**config.mk**
```make
export PLATFORM = sky130hd
export DESIGN_NAME = pulse_cmd_frame_tx
export DESIGN_NICKNAME = d
export VERILOG_FILES = /design/src/rtl/pulse_cmd_frame_tx.sv
export SDC_FILE = /design/constraint.sdc
export NUM_CORES = 1
export LEC_CHECK = 0
export ABC_AREA = 1
export CAP_MARGIN = 10
export CELL_PAD_IN_SITES_DETAIL_PLACEMENT = 1
export CELL_PAD_IN_SITES_GLOBAL_PLACEMENT = 1
export CORE_AREA = 4 4 108 110
export CTS_CLUSTER_SIZE = 25
export DETAILED_ROUTE_END_ITERATION = 7
export DIE_AREA = 0 0 112 114
export PLACE_DENSITY = 0.82
export SLEW_MARGIN = 20
export SYNTH_ARGS = -nofsm -noshare
export SYNTH_HDL_FRONTEND = slang
export SYNTH_SLANG_ARGS = --single-unit
```
**constraint.sdc**
```tcl
create_clock -name sys_clk -period 1.75 [get_ports sys_clk]
set_input_delay 0.175 -clock sys_clk [delete_from_list [all_inputs] [get_ports sys_clk]]
set_output_delay 0.175 -clock sys_clk [all_outputs]
set_load 0.01 [all_outputs]
```
**src/rtl/pulse_cmd_frame_tx.sv**
```systemverilog
// Pulse-command frame transmitter: sends 07,EN1,EN2,W1,W2,GAP to uart_tx.
// Bytes are paced by a fixed byte-time slot because uart_tx has no busy.
module pulse_cmd_frame_tx #(
  parameter int          UART_BPS   = 9600,
  parameter int          CLK_FREQ   = 50_000_000,
  parameter int          GUARD_CLKS = 5208,
  parameter logic [7:0]  HEADER     = 8'h07
) (
  input  logic        sys_clk,
  input  logic        sys_rst_n,
  input  logic        start,
  input  logic        enable1,
  input  logic        enable2,
  input  logic [15:0] pulse_width1,
  input  logic [15:0] pulse_width2,
  input  logic [15:0] pulse_gap,
  output logic        busy,
  output logic        done,
  output logic [7:0]  pi_data,
  output logic        pi_flag
);

  localparam int BIT_CLKS  = CLK_FREQ / UART_BPS;
  localparam int BYTE_CLKS = 10 * BIT_CLKS + GUARD_CLKS;
  localparam int CW        = $clog2(BYTE_CLKS);
  localparam logic [CW-1:0] TERM = CW'(BYTE_CLKS - 2);

  typedef enum logic [1:0] {
    S_IDLE,
    S_SEND,
    S_WAIT,
    S_FIN
  } state_t;

  state_t          r_state;
  state_t          w_next;
  logic [CW-1:0]   r_cnt;
  logic [3:0]      r_idx;
  logic [3:0]      w_nidx;
  logic [7:0]      r_data;
  logic [7:0]      w_byte;
  logic            r_busy;
  logic            r_en1;
  logic            r_en2;
  logic [15:0]     r_w1;
  logic [15:0]     r_w2;
  logic [15:0]     r_gap;
  logic            w_term;

  assign w_term = (r_cnt == TERM);
  assign w_nidx = r_idx + 4'd1;

  always_ff @(posedge sys_clk or negedge sys_rst_n) begin
    if (!sys_rst_n) r_state <= S_IDLE;
    else            r_state <= w_next;
  end

  always_comb begin
    w_next = r_state;
    unique case (r_state)
      S_IDLE: if (start) w_next = S_SEND;
      S_SEND: w_next = S_WAIT;
      S_WAIT: begin
        if (w_term) w_next = (r_idx == 4'd8) ? S_FIN : S_SEND;
      end
      S_FIN:  w_next = S_IDLE;
      default: w_next = S_IDLE;
    endcase
  end

  // Byte for the next slot, taken from the latched fields only
  always_comb begin
    w_byte = HEADER;
    case (w_nidx)
      4'd1:    w_byte = {7'b0, r_en1};
      4'd2:    w_byte = {7'b0, r_en2};
      4'd3:    w_byte = r_w1[15:8];
      4'd4:    w_byte = r_w1[7:0];
      4'd5:    w_byte = r_w2[15:8];
      4'd6:    w_byte = r_w2[7:0];
      4'd7:    w_byte = r_gap[15:8];
      4'd8:    w_byte = r_gap[7:0];
      default: w_byte = HEADER;
    endcase
  end

  always_ff @(posedge sys_clk or negedge sys_rst_n) begin
    if (!sys_rst_n) begin
      r_cnt  <= '0;
      r_idx  <= '0;
      r_data <= '0;
      r_busy <= 1'b0;
      r_en1  <= 1'b0;
      r_en2  <= 1'b0;
      r_w1   <= '0;
      r_w2   <= '0;
      r_gap  <= '0;
    end else begin
      unique case (r_state)
        S_IDLE: begin
          if (start) begin
            r_en1  <= enable1;
            r_en2  <= enable2;
            r_w1   <= pulse_width1;
            r_w2   <= pulse_width2;
            r_gap  <= pulse_gap;
            r_busy <= 1'b1;
            r_idx  <= '0;
            r_data <= HEADER;
          end
        end
        S_SEND: r_cnt <= '0;
        S_WAIT: begin
          if (w_term) begin
            if (r_idx != 4'd8) begin
              r_idx  <= w_nidx;
              r_data <= w_byte;
            end
          end else begin
            r_cnt <= r_cnt + 1'b1;
          end
        end
        S_FIN:  r_busy <= 1'b0;
        default: r_busy <= 1'b0;
      endcase
    end
  end

  assign busy    = r_busy;
  assign done    = (r_state == S_FIN);
  assign pi_flag = (r_state == S_SEND);
  assign pi_data = r_data;

endmodule

```
### After elaboration in Yosys (flattened, before gate mapping)

Index checks and enable logic that the tools add are counted.
Widths: inputs -> output; s select.

* add/subtract/negate cells: 2
* eq/ne operators: 18
* muxes and demuxes: 17
* reductions and logical operators: 9

Operator list (count)
* $pmux 8 s8: 1
* $pmux 16 s2: 1
* $mux 8: 3
* $add 16x1->16 const B: 1
* $eq 16x16->1 const B: 1
* $eq 4x3->1 const B: 4
* $mux 16: 1
* $pmux 8 s2: 1
* $mux 4: 3
* $eq 4x2->1 const B: 2
* $eq 4x4->1 const B: 2
* $ne 2x2->1 const B: 4
* $pmux 2 s4: 1
* $pmux 4 s2: 1
* $reduce_and 2->1: 4
* $mux 2: 3
* $reduce_bool 2->1: 3
* $add 4x1->4 const B: 1
* $eq 2x2->1 const B: 2
* $eq 4x1->1 const B: 1
* $ne 4x4->1 const B: 1
* $reduce_and 4->1: 1
* $eq 2x1->1 const B: 1
* $logic_not 2->1: 1
* 2 further kinds: 2

* register bits: 81
* output and inout bits: 11
* bits of input ports: 53
* word-level logic and storage cells: 56

### Depth between registers and ports, before layout

Gate-level depths: netlist of the first run.

* word-level depth: 6
* mapped depth: 14
* gate-level depth less buffers: 13

### Worst setup path after synthesis of the first run

Ideal clock, no wire load.

* kind: reg-to-reg
* start point: reg r_idx[0]
* end point: reg r_data[3] (netlist: pi_data[3])
* clock period less this slack: 1632 ps
* setup time: 65 ps
* path buffers: 1
* required time: 1685 ps
* setup slack: 118 ps
* arrival: 1567 ps
* stages on the path, launching flop included: 14
* cells stage by stage: dfrtp_1 ha_1 inv_1 nand2_1 nand2_1 buf_4 inv_2 nor2_1 nand3_1 nand2_1 nor2_1 nand2_1 nand3_1 nand2_1

* longest elaborated chain between the ends: 6
* elaborated cells between the ends (all ways): 16
* those cells by class: 1 x add/sub; 10 x eq/ne; 4 x mux; 1 x reduce/logical

RTL lines
* start, declared: RTL line 38 `logic [3:0] r_idx;`
* start signal, assigned: RTL line 116 `r_idx <= w_nidx;`
* $add 4x1->4: RTL line 51 `assign w_nidx = r_idx + 4'd1;`
* $eq 4x4->1 (tied with other cells): RTL line 74 `case (w_nidx)`
* $pmux 8 s8: RTL line 74
* $mux 8: RTL line 115 `if (r_idx != 4'd8) begin`
* $mux 8: RTL line 114 `if (w_term) begin`
* $pmux 8 s2: RTL line 99 `unique case (r_state)`
* end signal, assigned: RTL line 117 `r_data <= w_byte;`
* end, declared: RTL line 40 `logic [7:0] r_data;`

Parallel ways exist; a longest one is shown, timed or not. The select of a mux whose other input is x is not followed.
A chain may end at the register's enable or synchronous reset.

### Worst setup path after layout of the first run

* start point: reg r_idx[0]
* end point: reg r_data[0] (netlist: pi_data[0])

Same word-level chain as after synthesis.

==> results.cfg, run 1 <==
[logic_synthesis]
synth_area_leaders = dfrtp_1 48%, mux2_2 13%, nand2_1 10%
synth_area_leader_cell = dfrtp_1
yosys_warnings = 0
synth_cell_types = 33
syn-num-nets = 524
synth_seq_area_share = 0.4813
syn_area_per_cell_um2 = 9.096
synthCells = 463
synth_top_area_share = 0.4813
syn_area_um2 = 4212
ys_ff_latch = 81

[sta]
skew_ps = 14.54
fin_crit_sh = 0.9891
fin_crit_ps = 1731
drv_slew = 0
finalSetupTns_ps = 0
setup_ws_ps = 19.05
rsz0062_at_grt = yes
hold_viol = 0
setup_viol = 0
slew_headroom = 0.7500
fmax_mhz = 577.7
worst_pin_slew_ps = 371.6

[place]
place_congestion = 0.8374
place_worst_setup_slack_ps = -120.4
dp_hpwl_um = 9210
io_buffers = 63

[outcome]
outcome = finished, final reports clean

[setup_path]
required_ps = 2010
path_max_fanout = 5
critPathArrivalTime_ps = 1990
setup.worst_path.start_class = register
endpoint_kind = register
critical_path_class = reg2reg

[cells_and_area]
utilization = 0.5246
antennaDiodeCount = 0
syn_to_final_growth_pct = 33.24
nets = 619
drive_above_1_share = 0.2806
nFillCells = 1258

[grt]
grt_max_degree = 47
grt.total_usage = 0.2044
grt_pass1_wl_um = 21000
antenna_found_initial = 0
grt-ovfl-total = 0
grt_pass1_vias = 4262

[clock_network]
cts_buffers = 9
insertion_delay_ps = 360
clock_path_buffers = 2
cts.clk_slew.worst_paths_ps = 100
cts_tree = done
clkSinkCount = 81
h-tree-depth = 3
clock-root-buffer = clkbuf_8

[route]
detail_route.wl_per_cell_um = 18.42
routed_wl_um = 12950
route.vias.total = 3777
drc = 0
drtAntennaViolNets = 0
drt_iter0_markers = 155
viasPerCell = 5.373
firstDrtPassIters = 5

[power_and_ir_drop]
pwr_density_cell_nw_per_um2 = 1454
worst_ir_drop_vdd_mv = 0.7559
cellLeakagePower_nw = 2.538
fin_total_pwr_mw = 8.162

[job]
maxCapViolCount = 0

[die]
ios = 64
core_area_um2 = 10700
die_h_um = 114
die_x_um = 112
initial_utilization = 0.3937
rows = 38
dieArea_um2 = 12770

[worst_hold_path]
hp-class = in2async
[worst max-delay path: stages, from the launching register on]
cell and delay [ps]:
dfrtp_1 420, buf_4 180, inv_6 90, ha_4 130
nand3_2 80, nor2_2 130, nor2_2 60, nand3_4 110
inv_1 70, or2_2 270, inv_1 60, nor2_1 40
[per-stage QoR]
stage | instance area (um^2) | cells | hold slack [ps]
finish | 5612 | 703 | 228.7
global route | 5612 | 703 | 247.0
CTS | 5453 | 699 | 223.2
detailed placement | 5167 | 676 | 75.77
global placement | 5167 | 676 | 73.04
floorplan | 4212 | 463 | -120.6
[per-layer routing]
| layer | vias to the layer above | GRT usage | part of all wire |
|---|---|---|---|
| met1 | 1909 | 0.2392 | 0.40 |
| met3 | 28 | 0.03183 | 0.036 |
| met4 | 0 | 0.07692 | 0.028 |
| met5 | - | 0 | 0 |
| li1 | 1743 | - | - |
| met2 | 97 | 0.3777 | 0.53 |
[cells in the mapped netlist (all sizes together)]
cell type,count
a21oi,4
nand3,39
or2,1
nand3b,1
o211ai,1
mux2,48
buf,13
xor2,4
o21a,1
nand2,115
o22ai,3
nor2,42
clkbuf,4
nor4,1
dfrtp,81
nand4,34
o21ai,19
ha,8
a21o,1
inv,39
nor3,4
[sequential cells by signal (all words and copies together), names as in the netlist]
register  flops
r_w1         16
r_cnt        16
busy          1
r_en1         1
pi_data       8
r_idx         4
r_gap        16
r_state       2
r_w2         16
r_en2         1
[power breakdown]
part | total (mW) | internal, mW | switching (mW)
registers | 3.18 | 2.63 | 0.556
logic | 3.66 | 1.73 | 1.93
clock network | 1.32 | 0.541 | 0.779
[placed cells by master (no fill, tap or decap), types with 3 or more instances in the layout]
cell type,Yosys,routed
nand2_1,113,105
dfrtp_1,81,79
clkdlybuf4s50_1,0,61
mux2_2,48,48
nand3_1,38,35
nand4_1,34,34
inv_1,35,28
buf_4,2,28
nor2_1,40,26
nor2_2,1,12
o21ai_0,14,11
clkbuf_8,0,9
inv_2,2,6
inv_6,0,6
nand2_2,1,6
o21ai_2,5,5
buf_6,1,5
a21oi_1,4,4
nand2_4,1,4
nor3_1,4,4
xor2_1,4,4
ha_2,0,4
nand3_2,0,3
nor2_4,0,3
o21ai_1,0,3
buf_12,0,3
[final cells by class]
type,count,area [um^2],share of cell area
clock inverter,7,60.06,0.01070
multi-input combinational,326,2078,0.3703
timing repair buffer,101,975.9,0.1739
clock buffer,9,123.9,0.02207
sequential,81,2029,0.3617
inverter,39,168.9,0.03010
tap,140,175.2,0.03122
[what timing repair did]
item,4_1_cts,5_1_grt
pin swaps,5,12
gates cloned,1,0
resized for setup,23,42
endpoints found under the hold margin,16,0
setup endpoints to repair,13,25
hold buffers,1,0
buffers inserted,5,4
[worst paths after layout]
check | from | end | slack (ps) | depth (start not counted)
worst max register to register | r_idx[0]$_DFFE_PN0P_ | pi_data[0]$_DFFE_PN0P_ | 20 | 11
worst min register to register | busy$_DFFE_PN0P_ | busy$_DFFE_PN0P_ | 500 | 2
worst max-delay path | r_idx[0]$_DFFE_PN0P_ | pi_data[0]$_DFFE_PN0P_ | 20 | 11
max in group asynchronous | sys_rst_n | pi_data[6]$_DFFE_PN0P_ | 950 | 3
worst min-delay path | sys_rst_n | r_state[1]$_DFFE_PN0P_ | 230 | 2
min in group sys_clk | pulse_gap[2] | r_gap[2]$_DFFE_PN0P_ | 420 | 3
[logic make-up (layout without fill, tap and decap cells)]
family,after synthesis,count (layout),synth area share
xor+xnor,4,4,0.008318
mux,48,48,0.1283
buf+inv,56,156,0.05734
fa+ha+maj,8,8,0.02377
simple gates,237,237,0.2561
flops,81,81,0.4813
compound gates,29,29,0.04486
(Power assumes the default switching activity.)
==> inputs of run 2 (changes only) <==
- CORE_AREA: 4 4 108 110 -> 4 4 107 109
- DIE_AREA: 0 0 112 114 -> 0 0 111 113
- PLACE_DENSITY: 0.82 -> 0.83
==> run 2 against run 1 <==
  * The run now ends with setup timing left
  * Clock skew up 1.1 ps
  * Worst hold slack better by 12 ps
  * Non-clock buffer count up 17
  * Core utilization up 4.1 points
  * First-iteration DRC count up 52%
  * Cell area up 6.9%
  * Clock power up 20%
  * Flip-flop and latch count unchanged
  * Global-route usage up 0.81 points
  * Critical path type unchanged
  * Highest routed layer unchanged
==> results.cfg, run 2 (same netlist as run 1, synthesis figures left out) <==
[power_and_ir_drop]
p_sw_mw = 3.774
fin_total_pwr_mw = 9.289
p_comb_frac = 0.480
pwr-share-clk = 0.172
worst_ir_drop_vdd_mv = 0.6514
sw_frac_of_total = 0.4063
pwr_density_cell_nw_per_um2 = 1549
cellLeakagePower_nw = 2.714
internal-power_mw = 5.515
pwr-share-seq = 0.348

[sta]
skew_ps = 15.62
fin_crit_ps = 2055
rsz0062_at_grt = yes
drv_slew = 0
hold_slack_ps = 240.3
fmax_mhz = 486.6
hold_viol = 0
slew_headroom = 0.7425
setup_ws_ps = -305.1
fin_crit_sh = 1.174
setup_viol = 16
worst_pin_slew_ps = 386.2

[die]
die_x_um = 111
dieArea_um2 = 12540
ios = 64
core_area_um2 = 10600
rows = 38
initial_utilization = 0.3972
die_h_um = 113

[setup_path]
path_max_fanout = 7
required_ps = 2010
endpoint_kind = register
critPathArrivalTime_ps = 2320
critical_path_class = reg2reg
setup.worst_path.start_class = register
ff2ff_setup_slack_ps = -310

[clock_network]
cts.clk_slew.worst_paths_ps = 100
cts_tree = done
clock_path_buffers = 2
clkSinkCount = 81
cts_buffers = 9
clock-root-buffer = clkbuf_8
insertion_delay_ps = 380
h-tree-depth = 3

[place]
dp_hpwl_um = 9209
io_buffers = 63
dp_cells = 681
place_worst_setup_slack_ps = -185.6
place_congestion = 0.8462

[outcome]
outcome = complete, but fails checks
violations = setup timing

[route]
drt_iter0_markers = 236
viasPerCell = 5.568
route.vias.total = 4020
detail_route.wl_per_cell_um = 21.40
firstDrtPassIters = 5
drc = 0
routed_wl_um = 15450
drtAntennaViolNets = 0

[worst_hold_path]
hp-class = in2async

[grt]
grt-ovfl-total = 0
antenna_found_initial = 0
grt_max_degree = 43
grt.total_usage = 0.2125
grt_pass1_wl_um = 21020
grt_pass1_vias = 4136

[cells_and_area]
drive_above_1_share = 0.3557
syn_to_final_growth_pct = 42.42
nets = 638
mostFrequentLayoutCells = 89 x nand2_1, 77 x dfrtp_1, 61 x clkdlybuf4s50_1
final_common_cell = nand2_1
final_cells = 722
antennaDiodeCount = 0
utilization = 0.5657

[job]
maxCapViolCount = 0
-- run 2: cell types whose count changed in the layout (fill, tap and decap cells not counted), moves of 3 or more --
cell	previous run	this run
nor2_2	12	15
o21ai_1	3	0
nor2_4	3	6
nand2_1	105	89
nor2_1	26	20
buf_4	28	37
inv_1	28	31
o21ai_2	5	9
nand3_2	3	7
buf_6	5	10
nand3_1	35	31
nand2_2	6	20
-- run 2: metal layers --
metal  track usage  vias up  share of wire
met1        0.2381     2016           0.37
met2        0.4090      164           0.54
met3       0.03690       54          0.045
li1              -     1786              -
met5             0        -              0
met4       0.06650        0          0.047
-- run 2: worst max-delay path, cell delays in order, from the launching register on --
cell,delay (ps)
dfrtp_2,490
buf_6,150
nand4_1,200
nand2_4,140
buf_8,160
nand4_1,130
nand2_1,130
nor2_2,200
nand2_1,120
nor2_2,170
nor2_2,50
-- run 2: path summary, 6_finish.rpt --
check	start	endpoint	cells past startpoint
max in group asynchronous	sys_rst_n	r_cnt[7]$_DFFE_PN0P_	3
min reg2reg	busy$_DFFE_PN0P_	busy$_DFFE_PN0P_	2
min in group sys_clk	pulse_gap[1]	r_gap[1]$_DFFE_PN0P_	3
max reg2reg	r_idx[0]$_DFFE_PN0P_	pi_data[0]$_DFFE_PN0P_	10
max	r_idx[0]$_DFFE_PN0P_	pi_data[0]$_DFFE_PN0P_	10
min	sys_rst_n	busy$_DFFE_PN0P_	2
-- run 2: power groups by stage --
stage / Sequential, mW / Combinational, mW / Clock (mW)
3_3_place_gp: 3.14 / 3.09 / 0
6_report: 3.24 / 4.46 / 1.59
2_1_floorplan: 2.99 / 2.07 / 0
4_1_cts: 3.17 / 3.64 / 1.59
3_5_place_dp: 3.19 / 3.26 / 0
5_1_grt: 3.30 / 4.76 / 1.70
-- run 2: timing repair --
| item | in CTS | in global routing |
|---|---|---|
| setup buffers | 8 | 11 |
| hold buffers | 1 | 0 |
| pin swaps | 19 | 29 |
| gates cloned | 1 | 4 |
| endpoints found under the hold margin | 23 | 0 |
| endpoints found under the setup margin | 9 | 26 |
| resized for setup | 35 | 76 |
-- run 2: stage by stage --
| stage | setup TNS [ps] | instance area, um^2 |
|---|---|---|
| final | -1156 | 5998 |
| after global routing | -4422 | 5998 |
| after floorplan | 0 | 4212 |
| after detailed placement | -704.8 | 5205 |
| after CTS | -42.04 | 5605 |
| after global placement | -28.12 | 5205 |
-- run 2: layout make-up --
cell class / count / area [um^2]
Multi-Input combinational cell: 327 / 2225
Timing Repair inverter: 1 / 8.758
Timing Repair Buffer: 118 / 1170
Clock buffer: 10 / 127.6
Tap cell: 140 / 175.2
Fill cell: 1198 / 4604
Sequential cell: 81 / 2032
Inverter: 39 / 168.9
Clock inverter: 6 / 91.34
==> inputs of run 3 (changes only) <==
- GPL_ROUTABILITY_DRIVEN: default -> 1
- SLEW_MARGIN: 20 -> default
==> results of run 3 <==
The final DEF is identical to that of run 2; final timing and power are the same.
